`config.mk`:
```
export PLATFORM = sky130hd
export DESIGN_NAME = rr_decode_sched_flat
export DESIGN_NICKNAME = d
export VERILOG_FILES = /design/src/rtl/rr_decode_sched_if.sv /design/src/rtl/rr_decode_sched.sv /design/src/flat_wrapper.sv
export SDC_FILE = /design/constraint.sdc
export NUM_CORES = 1
export LEC_CHECK = 0
export BUFFER_PORTS_ARGS = -buffer_cell sky130_fd_sc_hd__buf_2
export CAP_MARGIN = 20
export CORE_ASPECT_RATIO = 1.75
export CORE_UTILIZATION = 40
export CTS_CLUSTER_SIZE = 30
export DETAILED_ROUTE_END_ITERATION = 6
export HOLD_SLACK_MARGIN = 0.12
export MAX_ROUTING_LAYER = met4
export PLACE_DENSITY_LB_ADDON = 0.25
export SLEW_MARGIN = 0
export SYNTH_ARGS = -nofsm -noshare
export SYNTH_HDL_FRONTEND = slang
export SYNTH_SLANG_ARGS = --single-unit
```
`constraint.sdc`:
```
create_clock -name clk -period 4.3 [get_ports clk]
set_input_delay 0 -clock clk [delete_from_list [all_inputs] [get_ports clk]]
set_output_delay 0 -clock clk [all_outputs]
set_load 0.02 [all_outputs]
```
`src/rtl/rr_decode_sched_if.sv`:
```
// Handshake bundle between the requesters and the decoder scheduler.
// master: requester side (req, done); slave: scheduler side (sel, sel_valid, grant, expired).
interface rr_decode_sched_if;
  logic [7:0] req;
  logic       done;
  logic [2:0] sel;
  logic       sel_valid;
  logic [7:0] grant;
  logic       expired;

  modport master (
    output req,
    output done,
    input  sel,
    input  sel_valid,
    input  grant,
    input  expired
  );

  modport slave (
    input  req,
    input  done,
    output sel,
    output sel_valid,
    output grant,
    output expired
  );
endinterface

```
`src/rtl/rr_decode_sched.sv`:
```
// Round-robin scheduler sharing one 3-to-8 decoder among eight requesters.
// Ports: clk, rst_n (sync, active-low), bus (slave: req/done in; sel/sel_valid/grant/expired out).
module rr_decode_sched #(
  parameter int MAX_HOLD = 16,
  parameter int HOLD_W   = 5
) (
  input  logic                clk,
  input  logic                rst_n,
  rr_decode_sched_if.slave    bus
);

  typedef enum logic [1:0] {
    IDLE  = 2'd0,
    GRANT = 2'd1,
    GAP   = 2'd2
  } state_t;

  localparam logic [HOLD_W-1:0] HOLD_LAST =
    HOLD_W'((MAX_HOLD > 0) ? MAX_HOLD - 1 : 0);
  localparam bit HOLD_EN = (MAX_HOLD > 0);

  state_t            state, state_n;
  logic [2:0]        sel, sel_n;
  logic              vld, vld_n;
  logic [7:0]        gnt, gnt_n;
  logic              exp_q, exp_n;
  logic [2:0]        last, last_n;
  logic [HOLD_W-1:0] hold, hold_n;

  logic [2:0]        pick;
  logic              found;
  logic [2:0]        idx;
  logic              rel;
  logic              tmo;

  // Scan from last+1 upward with wrap; i=8 wraps back to last itself.
  always_comb begin
    pick  = '0;
    found = 1'b0;
    idx   = '0;
    for (int i = 1; i <= 8; i++) begin
      idx = last + 3'(i);
      if (!found && bus.req[idx]) begin
        pick  = idx;
        found = 1'b1;
      end
    end
  end

  assign rel = bus.done || !bus.req[sel];
  assign tmo = HOLD_EN && (hold == HOLD_LAST);

  always_comb begin
    state_n = state;
    sel_n   = sel;
    vld_n   = vld;
    gnt_n   = gnt;
    exp_n   = 1'b0;
    last_n  = last;
    hold_n  = hold;
    unique case (state)
      IDLE, GAP: begin
        if (found) begin
          sel_n   = pick;
          gnt_n   = 8'(1) << pick;
          last_n  = pick;
          vld_n   = 1'b1;
          hold_n  = '0;
          state_n = GRANT;
        end else begin
          vld_n   = 1'b0;
          gnt_n   = '0;
          state_n = IDLE;
        end
      end
      GRANT: begin
        if (rel || tmo) begin
          vld_n   = 1'b0;
          gnt_n   = '0;
          // A normal release wins over a coincident timeout.
          exp_n   = tmo && !rel;
          state_n = GAP;
        end else if (HOLD_EN) begin
          hold_n  = hold + HOLD_W'(1);
        end
      end
      default: begin
        state_n = IDLE;
        vld_n   = 1'b0;
        gnt_n   = '0;
      end
    endcase
  end

  always_ff @(posedge clk) begin
    if (!rst_n) begin
      state <= IDLE;
      sel   <= '0;
      vld   <= 1'b0;
      gnt   <= '0;
      exp_q <= 1'b0;
      last  <= 3'd7;
      hold  <= '0;
    end else begin
      state <= state_n;
      sel   <= sel_n;
      vld   <= vld_n;
      gnt   <= gnt_n;
      exp_q <= exp_n;
      last  <= last_n;
      hold  <= hold_n;
    end
  end

  assign bus.sel       = sel;
  assign bus.sel_valid = vld;
  assign bus.grant     = gnt;
  assign bus.expired   = exp_q;

endmodule
```
`src/flat_wrapper.sv`:
```
// flat-port wrapper written by rule: the top's interface ports become plain ports
module rr_decode_sched_flat 
#(
  parameter int MAX_HOLD = 16,
  parameter int HOLD_W   = 5
)
  (clk, rst_n, bus_req, bus_done, bus_sel, bus_sel_valid, bus_grant, bus_expired);
  rr_decode_sched_if bus_i ();
  input  logic clk;
  input  logic rst_n;
  input wire logic [$bits(bus_i.req)-1:0] bus_req;
  input wire logic [$bits(bus_i.done)-1:0] bus_done;
  output wire logic [$bits(bus_i.sel)-1:0] bus_sel;
  output wire logic [$bits(bus_i.sel_valid)-1:0] bus_sel_valid;
  output wire logic [$bits(bus_i.grant)-1:0] bus_grant;
  output wire logic [$bits(bus_i.expired)-1:0] bus_expired;
  assign bus_i.req = bus_req;
  assign bus_i.done = bus_done;
  assign bus_sel = bus_i.sel;
  assign bus_sel_valid = bus_i.sel_valid;
  assign bus_grant = bus_i.grant;
  assign bus_expired = bus_i.expired;
  rr_decode_sched #(.MAX_HOLD(MAX_HOLD), .HOLD_W(HOLD_W)) u_core (.clk(clk), .rst_n(rst_n), .bus(bus_i));
endmodule
```
==> results of run 1 <==
flip-flops by register name (all words and copies together), names as in the netlist:
signal and count:
u_core.bus.sel 3, u_core.state 1, u_core.hold 5, u_core.last 3, u_core.bus.sel_valid 1, u_core.bus.expired 1
u_core.bus.grant 8
worst max-delay path, cell delays in order, from the launching register on:
cell     delay [ns]
dfxtp_1        0.73
inv_1          0.15
ha_1           0.52
mux4_2         0.63
mux2_2         0.32
a21oi_1        0.13
o22ai_1        0.10
o32ai_1        0.51
and2b_1        0.28
a22o_1         0.19
synth_stat cells (all sizes together):
library cell and count:
o32ai 2, inv 6, a211oi 4, nor3 2, nand2b 4, a22oi 3, nand4 1, mux4 12
a32oi 1, a22o 8, clkbuf 4, ha 4, a31oi 1, a21oi 6, nand2 13, o22ai 2
or3b 2, o21ai 7, or3 2, a31o 1, nand4b 2, mux2 11, nor2b 4, nand3 3
or2 2, o2111ai 1, dfxtp 22, nor3b 1, and3 3, mux2i 5, o211ai 5, a41oi 1
and2 3, a221o 1, and2b 1, nor2 12, xor2 4, nor4b 1, buf 5, a21boi 5
xnor2 2
kinds of logic after synthesis:
family,Yosys count
AOI/OAI and AO/OA,48
xor gates and xnor gates,6
adders and majority gates,4
buffers and inverters,15
DFF,22
muxes,28
and+or+nand+nor,56
metal layers:
layer  GRT usage, %  vias to the layer above  share of wire (%)
met1           20.1                      735                 39
li1               -                      726                  -
met5              -                        -                  0
met2           38.7                       31                 56
met3           1.52                       13                1.9
met4           9.34                        0                2.9
metrics by stage:
step | utilization (%) | area, um^2 | hold slack, ns
floorplan | - | 1750 | 0.0767
global placement | 45.2 | 1890 | 0.185
detailed placement | 45.2 | 1890 | 0.189
CTS | 46.7 | 1950 | 0.454
global route | 46.7 | 1950 | 0.469
finish | 46.7 | 1950 | 0.458
path summary, 6_finish.rpt:
path                               to  slack [ns]  cells after the start
setup / recovery  u_core.bus.grant[7]        0.63                      9
hold / removal         u_core.hold[4]        0.46                      2
setup reg to reg  u_core.bus.grant[7]        0.63                      9
hold reg to reg        u_core.hold[4]        0.46                      2
layout make-up:
class / count / area share [%]
multi-input cells: 142 / 63.8
flip-flops and latches: 22 / 22.5
repair buffers: 26 / 7.30
well taps: 49 / 3.14
clock buffers: 3 / 2.11
inverters: 6 / 1.15
timing repair:
item	CTS	global route
resized for setup	0	0
endpoints found under the hold margin	10	0
hold buffers	2	0
report_power, final:
part           switching (uW)  total [uW]  internal [uW]
sequential               74.5         328            254
clock                    60.0         122           62.3
combinational             676        1210            537
==> impl_metrics.csv, run 1 <==
group,metric,value,unit
outcome,status,"finished clean",
placed_design,placedCellCount,243,
final_layout,mostFrequentLayoutCells,"23 x buf_2, 22 x dfxtp_1, 13 x nand2_1",
power,finalPower,1660,uW
critical_path,cp_max_fo,14,
placed_design,pre_cts_slack,0.655,ns
final_layout,fillers,420,
clock_network,post-cts-setup-buffers,0,
placed_design,dp_hpwl,3510,um
synth,yosys_warnings,0,
clock_network,cts.sinks,22,
synth,synth-seq-cells,22,
final_layout,drive_gt1_share,28.6,%
synth,synth-xor-area-share,3.42,%
global_route,grt_max_degree,16,
routing,avgRoutedWirePerCell,17.7,um
sta,fin_setup_tns,0,ns
hold_path,hold_path.class,"flop to flop",
clock_network,cts-buffers-inserted,3,
routing,firstDrtPassIters,4,
synth,synth_top_area_share,25.1,%
power,total_leakage_power,0.000784,uW
die,row_count,31,
clock_network,cts-root-buf,"clkbuf_8",
final_layout,fin_cells,248,
final_layout,multi_input_area,1250,um^2
sta,slew_violations,0,
global_route,overflow,0,
power,pwr_density_cell,851,nW/um^2
routing,drt_iter0_markers,41,
routing,drc,0,
clock_network,cts.htree.levels,1,
routing,via_per_inst,6.07,
sta,rsz0062_at_grt,"false",
clock_network,cts_tree,"yes",
placed_design,place_congestion,0.954,
synth,synth_top_area_cell,"dfxtp_1",
global_route,antenna_found_initial,0,
final_layout,layout_commonest_cell,"buf_2",
synth,yosys.area_share.simple,17.9,%
routing,vias,1505,
die,io_pins,24,
synth,synth_top_family_by_area,"multiplexers",
critical_path,cp-startpoint,"u_core.last[0]",
synth,seq_area_frac_synth,25.1,%
final_layout,regArea,440,um^2
final_layout,antenna_cells,0,
critical_path,endpoint_kind,"flop",
synth,muxShareOfSynthArea,26.4,%
synth,avgSynthCellArea,9.80,um^2
final_layout,area_delta_synth_final,11.4,%
clock_network,cts.path.max_buffers,2,
synth,syn-cell-area,1750,um^2
sta,fin_crit_sh,85.3,%
synth,synthTopCellsByArea,"dfxtp_1 25%, mux4_2 12%, mux2_2 5.8%",
die,initial_core_util,41.9,%
critical_path,worst-setup-path-type,"flop to flop",
run,drv_cap,0,
critical_path,critical_path_required,4.45,ns
die,die_h,89.6,um
global_route,grt_pass1_wl,6900,um
sta,setup_violations,0,
synth,yosys.area_share.adder,2.85,%
clock_network,clk_latency,0.25,ns
critical_path,rr_startpoint,"u_core.last[0]",
die,die_area,4660,um^2
sta,max_slew.worst_pin.slew,0.664,ns
global_route,grt_usage,20.3,%
critical_path,cp.arrival,3.82,ns
synth,syn_inst,179,
die,core,4190,um^2
final_layout,final_net_count,216,
routing,drt-total-wl,4380,um
synth,synthDistinctLibCells,56,
sta,clock.fmax,272,MHz
routing,ant_nets,0,
sta,skew,0.00179,ns
power,ir_drop,0.000409,V
sta,finalCriticalPeriod,3.67,ns
hold_path,hold_path.startpoint,"u_core.hold[4]",
sta,final_hold_viol_count,0,
synth,syn_nets,194,
critical_path,cp-start-kind,"flop",
placed_design,numPortBuffers,23,
die,die_w,52.1,um
sta,worst_slack,0.630,ns
synth,synth-compound-area-share,20.5,%
global_route,grt_pass1_vias,1471,
clock_network,clk_pin_slew,0.07,ns
sta,max_slew_margin,55.7,%
Note: power is estimated with default switching activity, not from simulation.
==> run 2, diff against run 1 <==
--- a/config.mk
+++ b/config.mk
@@ -5,8 +5,8 @@
 export SDC_FILE = /design/constraint.sdc
 export NUM_CORES = 1
 export LEC_CHECK = 0
+export ABC_AREA = 1
 export BUFFER_PORTS_ARGS = -buffer_cell sky130_fd_sc_hd__buf_2
-export CAP_MARGIN = 20
 export CORE_ASPECT_RATIO = 1.75
 export CORE_UTILIZATION = 40
 export CTS_CLUSTER_SIZE = 30
==> run 2 against run 1 <==
Against the previous run: first-iteration DRC count up 49%; synthesized cell count up 42%; clock skew up 0.0021 ns; area after synthesis down 5.7%; utilization up 1.5 points; setup slack better by 0.53 ns; critical path depth up 5; die area down 5.5%; count of clock-buffer cells in the layout up 1; global-route usage up 3.2 points; cell count up 32%.
==> impl_metrics.csv, run 2 <==
group,metric,value,unit
outcome,status,"finished clean",
synth,avgSynthCellArea,6.49,um^2
sta,slew_violations,0,
placed_design,placedCellCount,322,
placed_design,place_congestion,0.977,
hold_path,hold_path.class,"input pin to flop",
final_layout,mostFrequentLayoutCells,"71 x nand2_1, 41 x nand3_1, 23 x nor2_1, 23 x buf_2",
sta,final_hold_viol_count,0,
critical_path,critPathTopFamily,"simple AND/OR/NAND/NOR gates",
global_route,grt_max_degree,16,
critical_path,reg2regPathDepth,14,
critical_path,rrSetupSlack,1.16,ns
synth,syn-cell-area,1650,um^2
final_layout,layout_commonest_cell,"nand2_1",
die,die_h,87.1,um
die,die_w,50.6,um
routing,drt-total-wl,4500,um
synth,syn_inst,255,
sta,finalCriticalPeriod,3.14,ns
final_layout,area_delta_synth_final,13.5,%
global_route,grt_pass1_vias,1727,
critical_path,endpoint_kind,"flop",
routing,drc,0,
sta,skew,0.00389,ns
synth,synth_enable_flop_cells,0,
clock_network,cts_tree,"yes",
placed_design,dp_hpwl,3670,um
routing,drt_iter0_markers,61,
routing,via_per_inst,5.33,
die,io_pins,24,
routing,ant_nets,0,
sta,setup_violations,0,
clock_network,post-cts-setup-buffers,0,
critical_path,cp.arrival,3.29,ns
synth,synthDistinctLibCells,35,
synth,synth_top_area_share,26.6,%
sta,rsz0062_at_grt,"false",
critical_path,rr_startpoint,"u_core.last[0]",
global_route,overflow,0,
synth,seq_area_frac_synth,26.6,%
placed_design,numPortBuffers,23,
sta,fin_crit_sh,73.0,%
synth,yosysMostFrequentCell,"nand2_1",
clock_network,cts_resized,0,
critical_path,cp-start-kind,"flop",
hold_path,worstHoldPathCells,5,
run,drv_cap,0,
sta,max_slew_margin,66.2,%
hold_path,hold_path.startpoint,"bus_req[4]",
die,die_area,4410,um^2
final_layout,drive_gt1_share,18.2,%
critical_path,critical_path_required,4.45,ns
die,row_count,30,
critical_path,cp_cell_sequence,"inv_2 -> ha_1 -> inv_1 -> nand3_1 -> nand3_1 -> and2_2 -> nand4_4 -> nor3_2 -> nand2_1 -> nand2_4 -> nand2_2 -> nand2_1 -> xor2_1 -> nor2_1",
synth,yosys_warnings,0,
clock_network,clk_latency,0.26,ns
final_layout,final_net_count,296,
die,core,3900,um^2
clock_network,clk_pin_slew,0.08,ns
routing,avgRoutedWirePerCell,13.7,um
synth,synth_commonest_cells,"71 x nand2_1, 41 x nand3_1, 23 x nor2_1",
final_layout,antenna_cells,0,
synth,synth-main-ff-cell,"dfxtp_1",
die,initial_core_util,42.4,%
clock_network,cts-root-buf,"clkbuf_8",
routing,vias,1747,
hold_path,whs_endpoint,"u_core.bus.expired",
final_layout,largest_register_ffs,8,
sta,max_slew.worst_pin.slew,0.507,ns
clock_network,cts.path.max_buffers,2,
clock_network,cts.htree.levels,1,
routing,firstDrtPassIters,4,
sta,clock.fmax,319,MHz
synth,synth_top_area_cell,"dfxtp_1",
synth,synthTopCellsByArea,"dfxtp_1 27%, nand2_1 16%, nand3_1 12%",
critical_path,cpMaxStageDelayCell,"dfxtp_1",
global_route,grt_usage,23.5,%
final_layout,fin_cells,328,
critical_path,cp_max_fo,13,
sta,fin_setup_tns,0,ns
synth,synth-seq-cells,22,
global_route,antenna_found_initial,0,
critical_path,worst-setup-path-type,"flop to flop",
global_route,grt_pass1_wl,7670,um
final_layout,fillers,432,
synth,syn_nets,270,
synth,synth-async-reset-ratio,0,%
critical_path,r2r-end,"u_core.hold[3]",
critical_path,slowest_delay,0.64,ns
clock_network,cts-buffers-inserted,3,
clock_network,cts.sinks,22,
critical_path,cp.depth,14,
critical_path,cp_num_buf_inv,2,
run 2: cell count changes in the layout (fill, tap and decap cells not counted), moves of 5 or more:
cell / before / now
nand3_1: 3 / 41
o21ai_0: 5 / 10
mux4_2: 9 / 0
mux2_2: 9 / 0
a22o_1: 8 / 0
nand2_1: 13 / 71
nor2_1: 11 / 23
inv_1: 6 / 22
a21oi_1: 6 / 12
run 2: layout make-up:
type	instances	area (um^2)	area share (%)
multi-input combinational	203	1090	58.0
clock buffer	4	55.1	2.93
tap	48	60.1	3.20
inverter	26	97.6	5.20
sequential	22	440	23.5
timing repair buffer	25	135	7.20
run 2: logic make-up (layout without fill, tap and decap cells):
| group | count (synthesis) | in the layout | share of synthesized area, % |
|---|---|---|---|
| fa+ha+maj | 4 | 4 | 3.03 |
| compound gates | 33 | 33 | 11.7 |
| buf+inv | 30 | 55 | 7.49 |
| simple gates | 160 | 160 | 47.5 |
| flops | 22 | 22 | 26.6 |
| xor+xnor | 6 | 6 | 3.63 |
run 2: per-layer routing:
metal  global-route usage (%)  up-vias  routed length (um)
li1                         -      895                   -
met1                     22.5      797                1710
met2                     45.6       44                2520
met3                     1.22       11                 104
met4                     11.9        0                 159
met5                        -        -                   0
run 2: timing repair:
action	CTS	global route
hold buffers	2	0
endpoints found under the setup margin	0	0
hold endpoints to repair	7	0
run 2: per-stage QoR:
step | hold WS (ns) | cell area, um^2 | util (%) | setup WS, ns
6_report | 0.289 | 1880 | 48.1 | 1.16
5_1_grt | 0.365 | 1880 | 48.1 | 0.922
4_1_cts | 0.291 | 1880 | 48.1 | 1.19
3_5_place_dp | 0.260 | 1800 | 46.2 | 1.20
3_3_place_gp | 0.261 | 1800 | 46.2 | 1.23
2_1_floorplan | 0.0986 | 1650 | - | 1.90
run 2: how the worst max path moves through the flow:
stage	end	slack, ns	start
after global placement	u_core.hold[3]	1.23	u_core.last[0]
after detailed placement	u_core.hold[3]	1.20	u_core.last[0]
after floorplan	u_core.hold[3]	1.90	u_core.last[1]
after global routing	u_core.bus.grant[1]	0.92	u_core.last[0]
after CTS	u_core.hold[3]	1.19	u_core.last[0]
final	u_core.hold[3]	1.16	u_core.last[0]
run 2: worst reg2reg max path, delay by kind of cell, from the launching register on:
family | cells | cell delay, ns
simple gates | 10 | 1.40
flops | 1 | 0.64
buf+inv | 2 | 0.41
fa+ha+maj | 1 | 0.45
xor+xnor | 1 | 0.14
Power of run 2 is left out: the tool's default activity adds up to more than one toggle a clock period on the data nets, which glitch-free logic cannot reach.
